$ cat src/rtl/block_dispatcher.sv
// Kernel block dispatcher: splits a launch into fixed-size thread blocks and
// hands one block per cycle to the lowest-index idle core, counting retirements.
module block_dispatcher #(
    parameter int NUM_CORES         = 2,
    parameter int THREADS_PER_BLOCK = 4,
    parameter int MAX_THREADS       = 256,
    localparam int TC_W  = $clog2(MAX_THREADS) + 1,
    localparam int BID_W = $clog2(MAX_THREADS),
    localparam int CNT_W = $clog2(THREADS_PER_BLOCK) + 1
) (
    input  logic                       clk,
    input  logic                       reset,
    input  logic                       start,
    input  logic [TC_W-1:0]            total_threads,
    output logic [NUM_CORES-1:0]       core_start,
    output logic [NUM_CORES*BID_W-1:0] core_block_id,
    output logic [NUM_CORES*CNT_W-1:0] core_thread_count,
    input  logic [NUM_CORES-1:0]       core_done,
    output logic                       done
);

    localparam int              LOG_TPB  = $clog2(THREADS_PER_BLOCK);
    localparam logic [TC_W-1:0] TPB_TC   = TC_W'(THREADS_PER_BLOCK);
    localparam logic [TC_W-1:0] ROUND_UP = TC_W'(THREADS_PER_BLOCK - 1);

    typedef enum logic [1:0] {
        IDLE = 2'd0,
        RUN  = 2'd1,
        DONE = 2'd2
    } state_t;

    state_t state, next_state;

    logic                  launch;
    logic [TC_W-1:0]       kernel_threads;
    logic [TC_W-1:0]       total_blocks;
    logic [TC_W-1:0]       dispatched;
    logic [TC_W-1:0]       retired;
    logic [TC_W-1:0]       retire_count;
    logic [TC_W-1:0]       remaining;
    logic [CNT_W-1:0]      block_count;
    logic [NUM_CORES-1:0]  retire;
    logic [NUM_CORES-1:0]  grant;

    always_ff @(posedge clk) begin
        if (reset) state <= IDLE;
        else       state <= next_state;
    end

    // An empty kernel still spends one cycle in RUN, so done follows the
    // same "one edge after the last retire" timing as a real kernel.
    always_comb begin
        next_state = state;
        launch     = 1'b0;
        case (state)
            IDLE, DONE: begin
                if (start) begin
                    launch     = 1'b1;
                    next_state = RUN;
                end
            end
            RUN: begin
                if (retired == total_blocks) next_state = DONE;
            end
            default: next_state = IDLE;
        endcase
    end

    // Scanning from the top down lets the lowest idle core win the grant.
    always_comb begin
        grant = '0;
        if (state == RUN && dispatched < total_blocks) begin
            for (int c = NUM_CORES - 1; c >= 0; c--) begin
                if (!core_start[c]) begin
                    grant    = '0;
                    grant[c] = 1'b1;
                end
            end
        end
    end

    assign retire = core_start & core_done;

    always_comb begin
        retire_count = '0;
        for (int c = 0; c < NUM_CORES; c++) begin
            retire_count = retire_count + TC_W'(retire[c]);
        end
    end

    assign remaining   = kernel_threads - (dispatched << LOG_TPB);
    assign block_count = (remaining >= TPB_TC) ? CNT_W'(THREADS_PER_BLOCK)
                                               : remaining[CNT_W-1:0];

    // Block id and thread count persist after retirement; only core_start drops.
    always_ff @(posedge clk) begin
        if (reset) begin
            core_start        <= '0;
            core_block_id     <= '0;
            core_thread_count <= '0;
            kernel_threads    <= '0;
            total_blocks      <= '0;
            dispatched        <= '0;
            retired           <= '0;
        end else if (launch) begin
            kernel_threads <= total_threads;
            total_blocks   <= (total_threads + ROUND_UP) >> LOG_TPB;
            dispatched     <= '0;
            retired        <= '0;
        end else begin
            retired    <= retired + retire_count;
            core_start <= (core_start & ~retire) | grant;
            for (int c = 0; c < NUM_CORES; c++) begin
                if (grant[c]) begin
                    core_block_id[c*BID_W +: BID_W]     <= dispatched[BID_W-1:0];
                    core_thread_count[c*CNT_W +: CNT_W] <= block_count;
                end
            end
            if (|grant) dispatched <= dispatched + TC_W'(1);
        end
    end

    assign done = (state == DONE);

endmodule
$ cat config.mk
export PLATFORM = sky130hd
export DESIGN_NAME = block_dispatcher
export DESIGN_NICKNAME = d
export VERILOG_FILES = /design/src/rtl/block_dispatcher.sv
export SDC_FILE = /design/constraint.sdc
export NUM_CORES = 1
export LEC_CHECK = 0
export CAP_MARGIN = 20
export CORE_MARGIN = 3
export CORE_UTILIZATION = 55
export DETAILED_ROUTE_END_ITERATION = 10
export PLACE_DENSITY = 0.76
export SLEW_MARGIN = 20
export SYNTH_ARGS = -nofsm -noshare
export SYNTH_HDL_FRONTEND = slang
export SYNTH_SLANG_ARGS = --single-unit
$ cat constraint.sdc
create_clock -name clk -period 3.2 [get_ports clk]
set_clock_uncertainty 0.2 [all_clocks]
set_input_delay 0.32 -clock clk [delete_from_list [all_inputs] [get_ports clk]]
set_output_delay 0.32 -clock clk [all_outputs]
set_load 0.01 [all_outputs]
==> qor.yml, run 1 <==
status: "completed"
design.core.area_um2: 5205
synth_edf_count: 0
min_from: "kernel_threads[1]"
hold_end: "kernel_threads[1]"
syn_nets: 361
grt_max_degree: 28
synthMostInstantiatedCell: "dfxtp_1"
syn2layout_area_growth_pct: 22.79
routed_wl_mm: 6.528
slowest_stage: "mux2i_1"
vias_per_cell: 5.400
portBuffers: 38
die_h_um: 79.89
synth.avg_cell_area_um2: 9.072
dieArea_um2: 6382
grt_overflow_total: 0
pwr-share-clk: 0.434
synth_seq_area_share: 0.4000
post_cts_buffers: 0
wl_per_cell_um: 14.60
ant_nets: 0
drive_above_1_share: 0.09549
p_int_mw: 1.400
required_ps: 3240
hpwl_mm: 4.715
r2r_start: "dispatched[0]"
rows: 26
placed_area_um2: 3448
min_path_type: "register to register"
drv_cap: 0
synth_common_cells: "dfxtp_1 (60), nor2_1 (41), nand2_1 (29)"
start_util: 0.5769
h-tree-depth: 3
critPathLaunchType: "register"
power.leakage_nw: 1.385
cts_resized: 0
clkTransAtPathRegs_ps: 70
total_power_mw: 1.881
period_minus_slack_ps: 2585
clk-insertion-delay-late_ps: 340
powerDensity_nw_per_um2: 510.1
syn_inst: 331
arrival_ps: 2620
critPathTopFamily: "adder cells"
synth_top_cells_by_area: "dfxtp_1 (40%), ha_1 (5.8%), mux2i_1 (5.7%)"
yosysTopAreaCellShare: 0.4000
rsz0062_at_grt: "false"
period_share: 0.8078
synth_cell_types: 52
die_w_um: 79.89
tritoncts: "yes"
clock-root-buffer: "clkbuf_8"
power_frac_seq: 0.424
first_global_vias: 2293
layout.nets: 402
antenna_found_initial: 0
setup_violations: 0
slew_violations: 0
p_comb_frac: 0.143
grtUsageTotal: 0.2235
fmax_mhz: 386.9
ios: 39
ir_worst_vdd_v: 0.0003644
final_area_um2: 3687
cp-end-kind: "register"
vias: 2414
diodes: 0
critPathMaxFanout: 7
tightest_slew_ps: 742.7
cts_sinks: 60
slowest_delay_ps: 460
ys_warn_count: 0
ctsHoldBuffers: 0
final-hold-violation-count: 0
reg2reg_depth: 7
synth-main-ff-cell: "dfxtp_1"
firstDrtPassIters: 4
power.switching_mw: 0.4809
place_congestion: 0.9094
netlist_area_um2: 3003
post-place-ws_ps: 638.2
post-route-util: 0.7084
cp_num_buf_inv: 0
max_slew_margin: 0.5049
cp_cell_sequence: "ha_1 -> fa_1 -> nand2b_1 -> a21oi_1 -> mux2i_1 -> o211ai_1 -> o21ba_2"
clock_path_buffers: 2
synth_async_sr_flop_share: 0
grt_pass1_wl_mm: 10.91
setup_ws_ps: 615.0
r2r_end: "core_thread_count[2]"
fin_setup_tns_ps: 0
yosysTopAreaCell: "dfxtp_1"
drc: 0
min_path_cells: 2
cts_made_buffers: 9
r2r_slack_ps: 620
netSwitchingFraction: 0.2557
path_class: "register to register"
first_iter_violations: 178
synth_seq_cells: 60
==> layout by cell type, fill, tap and decap left out, types with 4 or more instances in the layout <==
cell type	netlist	final
nor4_1	4	4
o21ai_0	4	4
nand4_1	4	4
nand2_1	29	29
xor2_1	16	16
nor2_1	41	41
ha_1	14	14
or3_1	4	4
a21oi_1	20	20
inv_1	20	20
a211oi_1	8	8
nor2b_1	4	4
dfxtp_1	60	60
nand3_1	7	7
clkbuf_8	0	9
o2111ai_1	5	5
buf_4	1	5
or3b_2	4	4
clkdlybuf4s50_1	0	38
mux2i_1	17	17
xnor2_1	8	8
==> cell families after synthesis <==
family / share of synthesized area
AND/OR/NAND/NOR: 0.1979
AO/OA/AOI/OAI: 0.1550
flip-flops: 0.4000
buffers and inverters: 0.04500
XOR/XNOR: 0.07000
multiplexers: 0.06042
adder cells (fa/ha/maj): 0.07167
==> power groups by stage <==
stage,sequential (mW),combinational [mW],clock (mW)
finish,0.797,0.268,0.816
global route,0.800,0.298,0.859
CTS,0.797,0.267,0.830
detailed placement,0.814,0.264,0
global placement,0.813,0.259,0
floorplan,0.808,0.191,0
==> registers in the layout (all words and copies together), names as in the netlist <==
signal             count
core_start             2
dispatched             9
core_block_id         16
state                  2
total_blocks           7
kernel_threads         9
retired                9
core_thread_count      6
==> area by class of cell <==
type	instances	area, um2
Multi-Input combinational cell	238	1667
Sequential cell	60	1201
Timing Repair Buffer	43	417.9
Inverter	20	75.07
Tap cell	70	87.58
Clock buffer	9	123.9
Clock inverter	7	115.1
Fill cell	425	1518
==> tightest hold or removal path, cell delays in order (launching register included) <==
cell and delay (ps):
dfxtp_1 310, nand2_1 50, a21oi_1 50
==> worst max path at each step <==
stage,depth (start not counted),endpoint,from
6_report,7,core_thread_count[2],dispatched[0]
3_3_place_gp,7,core_thread_count[5],dispatched[0]
2_1_floorplan,7,core_thread_count[5],dispatched[0]
5_1_grt,7,core_thread_count[5],dispatched[0]
3_5_place_dp,7,core_thread_count[2],dispatched[0]
4_1_cts,7,core_thread_count[2],dispatched[0]
==> routing by layer <==
metal  global-route usage  up-vias  routed length [um]
li1                     -     1238                   -
met1               0.2826     1092                3066
met2               0.3601       65                2973
met3              0.04063       19                 299
met4               0.1182        0                 188
met5                    0        -                   0
==> metrics by stage <==
step                hold WS [ps]  std cells
floorplan                  231.8        331
global route               280.2        447
CTS                        252.5        447
global placement           239.2        431
finish                     252.2        447
detailed placement         243.4        431
No activity file was read; power rests on OpenSTA's default activity.
==> run 2: changes to the inputs <==
==> constraint.sdc (replaced) <==
create_clock -name clk -period 2.6 [get_ports clk]
set_clock_uncertainty 0.2 [all_clocks]
set_input_delay 0.26 -clock clk [delete_from_list [all_inputs] [get_ports clk]]
set_output_delay 0.26 -clock clk [all_outputs]
set_load 0.01 [all_outputs]
==> run 2 against run 1 <==
  * Core utilization is 1.3 points higher
  * Fmax increased by 1.8%
  * Die area unchanged
  * Sequential cell count did not move
  * Via count grew 4.6%
  * Critical path depth unchanged
  * Clock power rose by 18%
  * Global-route usage up 1.2 points
  * Combinational power increased by 35%
  * Largest power group is now sequential cells
  * Sequential share of layout area fell by 0.61 points
  * Routed wire length up 7.4%
  * Cell count grew 1.3%
==> qor.yml, run 2 (synthesized netlist as in run 1, its figures left out) <==
final-hold-violation-count: 0  # unchanged
tritoncts: "yes"  # unchanged
gr-usage-met1: 0.2722  # was 0.2826
ir_worst_vdd_v: 0.0003655  # was 0.0003644 V
status: "completed"  # unchanged
r2r_start: "dispatched[2]"  # was dispatched[0]
arrival_ps: 2580  # was 2620 ps
antenna_found_initial: 0  # unchanged
syn2layout_area_growth_pct: 25.12  # was 22.79%
path_class: "register to register"  # unchanged
place_congestion: 0.8419  # was 0.9094
routed_wl_mm: 7.010  # was 6.528 mm
powerDensity_nw_per_um2: 613.4  # was 510.1 nW/um2
ios: 39  # unchanged
fmax_mhz: 393.8  # was 386.9 MHz
top_usage_layer: "met2"  # unchanged
first_global_vias: 2468  # was 2293
critPathMaxFanout: 7  # unchanged
r2r_slack_ps: 60  # was 620 ps
grt_use_met3: 0.08465  # was 0.04063
start_util: 0.5769  # unchanged
layout.nets: 409  # was 402
period_minus_slack_ps: 2539  # was 2585 ps
design.core.area_um2: 5205  # unchanged
cp-end-kind: "register"  # unchanged
top_register: "core_block_id"  # unchanged
required_ps: 2650  # was 3240 ps
cp_cell_sequence: "inv_1 -> ha_1 -> and3b_1 -> nor4_1 -> o2111a_2 -> o211ai_1 -> o21ba_2"  # was ha_1 -> fa_1 -> nand2b_1 -> a21oi_1 -> mux2i_1 -> o211ai_1 -> o21ba_2
setup_violations: 0  # unchanged
clk-insertion-delay-late_ps: 350  # was 340 ps
max_slew_margin: 0.5916  # was 0.5049
grt_overflow_total: 0  # unchanged
dieArea_um2: 6382  # unchanged
clkTransAtPathRegs_ps: 70  # about the same
layout_commonest_cell: "dfxtp_1"  # unchanged
drv_cap: 0  # unchanged
r2r_end: "core_thread_count[2]"  # unchanged
critPathLaunchType: "register"  # unchanged
vias: 2524  # was 2414
portBuffers: 38  # unchanged
grtUsageTotal: 0.2357  # was 0.2235
largest_reg_flops: 16  # unchanged
grt_pass1_wl_mm: 11.33  # was 10.91 mm
vias_per_cell: 5.572  # was 5.400
slowest_delay_ps: 420  # was 460 ps
total_power_mw: 2.305  # was 1.881 mW
period_share: 0.9766  # was 0.8078
slew_violations: 0  # unchanged
drc: 0  # unchanged
clock_path_buffers: 2  # unchanged
grtUsageMet2: 0.3866  # was 0.3601
ant_nets: 0  # unchanged
cts_sinks: 60  # unchanged
mostFrequentLayoutCells: "dfxtp_1 (60), nor2_1 (41), clkdlybuf4s50_1 (38)"  # unchanged
tightest_slew_ps: 607.0  # was 742.7 ps
reg2reg_depth: 7  # unchanged
drive_above_1_share: 0.1227  # was 0.09549
cp_num_buf_inv: 1  # was 0
wl_per_cell_um: 15.47  # was 14.60 um
timing.hold.ws_ps: 250.5  # was 252.2 ps
rows: 26  # unchanged
cp-startpoint: "dispatched[2]"  # was dispatched[0]
slowest_stage: "dfxtp_1"  # was mux2i_1
first_iter_violations: 137  # was 178
ctsHoldBuffers: 0  # unchanged
min_path_type: "register to register"  # unchanged
clock-root-buffer: "clkbuf_8"  # unchanged
hpwl_mm: 4.980  # was 4.715 mm
die_h_um: 79.89  # unchanged
crit_end: "core_thread_count[2]"  # unchanged
cp.depth: 7  # unchanged
firstDrtPassIters: 4  # unchanged
die_w_um: 79.89  # unchanged
diodes: 0  # unchanged
h-tree-depth: 3  # unchanged
power.leakage_nw: 1.421  # was 1.385 nW
critPathTopFamily: "compound AO/OA/AOI/OAI gates"  # was adder cells
cts_made_buffers: 9  # unchanged
grt_max_degree: 34  # was 28
run 2: changes by cell type in the layout (fill, tap and decap cells not counted), sizes merged:
cell	delta
clkinv	-1
bufinv	-1
clkbuf	+2
buf	+7
clkinvlp	-1
run 2: worst min-delay path by stage:
stage	slack, ps	cells after the start	end	start
after floorplan	200	2	kernel_threads[0]	total_threads[0]
after global placement	240	2	kernel_threads[1]	kernel_threads[1]
after detailed placement	240	2	kernel_threads[0]	kernel_threads[0]
after CTS	250	2	kernel_threads[0]	kernel_threads[0]
after global routing	270	2	kernel_threads[0]	kernel_threads[0]
final	250	2	kernel_threads[0]	kernel_threads[0]
run 2: report_power, final:
part           total, mW  switching, mW  internal (mW)
Sequential         0.978         0.0290          0.949
Combinational      0.361          0.201          0.160
Clock              0.966          0.381          0.585
run 2: final cells by class:
type | count | area, um2
Clock buffer | 11 | 151.4
Clock inverter | 4 | 72.57
Fill cell | 419 | 1448
Inverter | 20 | 75.07
Multi-Input combinational cell | 238 | 1687
Sequential cell | 60 | 1201
Tap cell | 70 | 87.58
Timing Repair Buffer | 50 | 483.0
run 2: tightest hold or removal path, delay by kind of cell, from the launching register on:
kind,cells,cell delay (ps)
DFF,1,310
AOI/OAI and AO/OA,1,50
and+or+nand+nor,1,50
run 2: layer usage:
metal,wire (um),vias up,share of wire
met5,0,-,0
met1,3092,1183,0.44
li1,-,1252,-
met3,413,17,0.059
met4,158,0,0.023
met2,3346,72,0.48
run 2: timing repair:
action	CTS	global route
setup endpoints to repair	0	6
resized for setup	0	5
setup buffers	0	0
run 2: metrics by stage:
stage	setup TNS (ps)	area [um2]	setup WS, ps	utilization	std cells
2_1_floorplan	0	3003	242.1	-	331
3_3_place_gp	0	3513	155.8	0.6750	438
3_5_place_dp	0	3513	85.32	0.6750	438
4_1_cts	0	3737	54.89	0.7180	453
5_1_grt	-0.2860	3757	-0.2860	0.7219	453
6_report	0	3757	60.93	0.7219	453
==> run 3: changes to the inputs <==
--- a/config.mk
+++ b/config.mk
@@ -6,10 +6,12 @@
 export NUM_CORES = 1
 export LEC_CHECK = 0
 export CAP_MARGIN = 20
+export CELL_PAD_IN_SITES_DETAIL_PLACEMENT = 0
+export CELL_PAD_IN_SITES_GLOBAL_PLACEMENT = 2
 export CORE_MARGIN = 3
-export CORE_UTILIZATION = 55
+export CORE_UTILIZATION = 34
 export DETAILED_ROUTE_END_ITERATION = 10
-export PLACE_DENSITY = 0.76
+export PLACE_DENSITY = 0.75
 export SLEW_MARGIN = 20
 export SYNTH_ARGS = -nofsm -noshare
 export SYNTH_HDL_FRONTEND = slang
==> run 3 against run 2 <==
  * Sequential share of layout area decreased by 0.32 points
  * Clock-buffer cell count unchanged
  * Highest routed layer unchanged
  * Combinational power hardly changed
  * Power decreased by 1.7%
  * Cell count is 8.6% higher
  * First-iteration DRC count is 40% lower
  * Largest power group unchanged
  * Clock power decreased by 4.0%
  * Critical endpoint is now core_thread_count[5]
==> qor.yml, run 3 (synthesized netlist as in run 1, its figures left out) <==
cts_made_buffers: 9  # unchanged
first_iter_violations: 82  # was 137
grt_pass1_wl_mm: 12.07  # was 11.33 mm
drive_above_1_share: 0.1266  # was 0.1227
layout_commonest_cell: "dfxtp_1"  # unchanged
ios: 39  # unchanged
critPathLaunchType: "register"  # unchanged
rsz0062_at_grt: "false"
largest_reg_flops: 16  # unchanged
setup_ws_ps: 179.9  # was 60.93 ps
status: "completed"  # unchanged
grtUsageTotal: 0.1554  # was 0.2357
start_util: 0.3583  # was 0.5769
path_class: "register to register"  # unchanged
fin_setup_tns_ps: 0  # unchanged
grt_max_degree: 25  # was 34
mostFrequentLayoutCells: "dfxtp_1 (59), nor2_1 (41), clkdlybuf4s50_1 (38)"  # was dfxtp_1 (60), nor2_1 (41), clkdlybuf4s50_1 (38)
routed_wl_mm: 7.137  # was 7.010 mm
hpwl_mm: 5.311  # was 4.980 mm
ant_nets: 0  # unchanged
final_area_um2: 3800  # was 3757 um2
layoutNonFillerInstCount: 492  # was 453
tightest_slew_ps: 493.4  # was 607.0 ps
cp_cell_sequence: "inv_1 -> ha_1 -> fa_1 -> nand2b_1 -> a21oi_2 -> mux2i_2 -> o211ai_1 -> o21ba_2"  # was inv_1 -> ha_1 -> and3b_1 -> nor4_1 -> o2111a_2 -> o211ai_1 -> o21ba_2
drv_cap: 0  # unchanged
dieArea_um2: 9996  # was 6382 um2
slew_violations: 0  # unchanged
post-route-util: 0.4534  # was 0.7219
vias_per_cell: 4.974  # was 5.572
slowest_stage: "fa_1"  # was dfxtp_1
rows: 33  # was 26
placed_area_um2: 3567  # was 3513 um2
r2r_slack_ps: 180  # was 60 ps
drc: 0  # unchanged
first_global_vias: 2426  # was 2468
place_congestion: 0.7750  # was 0.8419
post_cts_buffers: 0  # unchanged
clkTransAtPathRegs_ps: 60  # was 70 ps
power.leakage_nw: 1.437  # was 1.421 nW
dp_cells: 476  # was 438
antenna_found_initial: 0  # unchanged
die_w_um: 99.98  # was 79.89 um
post-place-ws_ps: 55.92  # was 85.32 ps
fmax_mhz: 413.2  # was 393.8 MHz
cts_sinks: 60  # unchanged
die_h_um: 99.98  # was 79.89 um
design.core.area_um2: 8382  # was 5205 um2
powerDensity_nw_per_um2: 596.5  # was 613.4 nW/um2
diodes: 0  # unchanged
grt_overflow_total: 0  # unchanged
min_path_type: "register to register"  # unchanged
period_share: 0.9308  # was 0.9766
slowest_delay_ps: 400  # was 420 ps
required_ps: 2630  # was 2650 ps
top_register: "core_block_id"  # unchanged
period_minus_slack_ps: 2420  # was 2539 ps
tritoncts: "yes"  # unchanged
cp-end-kind: "register"  # unchanged
portBuffers: 38  # unchanged
firstDrtPassIters: 4  # unchanged
syn2layout_area_growth_pct: 26.54  # was 25.12%
final-hold-violation-count: 0  # unchanged
max_slew_margin: 0.6689  # was 0.5916
clock-root-buffer: "clkbuf_8"  # unchanged
clk-insertion-delay-late_ps: 340  # was 350 ps
setup_violations: 0  # unchanged
critPathMaxFanout: 6  # was 7
vias: 2447  # was 2524
clock_path_buffers: 2  # unchanged
ir_worst_vdd_v: 0.0002845  # was 0.0003655 V
arrival_ps: 2450  # was 2580 ps
h-tree-depth: 3  # unchanged
wl_per_cell_um: 14.51  # was 15.47 um
layout.nets: 412  # was 409
## run 3: cell count changes in the layout (fill, tap and decap cells not counted), sizes merged
cell      delta
clkinvlp     -1
buf          +3
clkinv       +2
## run 3: metal layers
| layer | share of wire | track usage | vias to the layer above |
|---|---|---|---|
| met4 | 0.020 | 0.06839 | 0 |
| met1 | 0.49 | 0.2088 | 1140 |
| met5 | 0 | 0 | - |
| li1 | - | - | 1253 |
| met3 | 0.040 | 0.03336 | 11 |
| met2 | 0.45 | 0.2401 | 43 |
## run 3: stage by stage
step	hold WS [ps]	power, mW
2_1_floorplan	196.0	1.230
3_3_place_gp	245.1	1.355
3_5_place_dp	248.2	1.355
4_1_cts	257.4	2.295
5_1_grt	272.3	2.389
6_report	254.1	2.267
## run 3: path summary, 6_finish.rpt
check | startpoint | to | cells after the start
max | kernel_threads[2] | core_thread_count[5] | 8
max reg2reg | kernel_threads[2] | core_thread_count[5] | 8
min reg2reg | kernel_threads[2] | kernel_threads[2] | 2
min | kernel_threads[2] | kernel_threads[2] | 2
## run 3: final cells by class
class	instances	area (um2)
Inverter	20	75.07
Sequential cell	60	1202
Tap cell	105	131.4
Timing Repair Buffer	53	493.0
Clock inverter	5	75.07
Clock buffer	11	141.4
Multi-Input combinational cell	238	1682
Fill cell	869	4582
## run 3: critical path, delay by kind of cell (launching register included)
kind | cells | cell delay, ps
muxes | 1 | 380
AOI/OAI and AO/OA | 3 | 550
buffers and inverters | 1 | 40
DFF | 1 | 320
adders and majority gates | 2 | 620
and+or+nand+nor | 1 | 190
## run 3: power by group
part / internal, mW / leakage (nW) / switching (mW) / total [mW]
Clock: 0.561 / 0.113 / 0.366 / 0.927
Sequential: 0.949 / 0.488 / 0.0286 / 0.978
Combinational: 0.162 / 0.836 / 0.200 / 0.362
## run 3: timing repair
action | CTS | global route
endpoints found under the hold margin | 0 | 0
hold buffers | 0 | 0
resized for setup | 0 | 4
setup endpoints to repair | 0 | 6
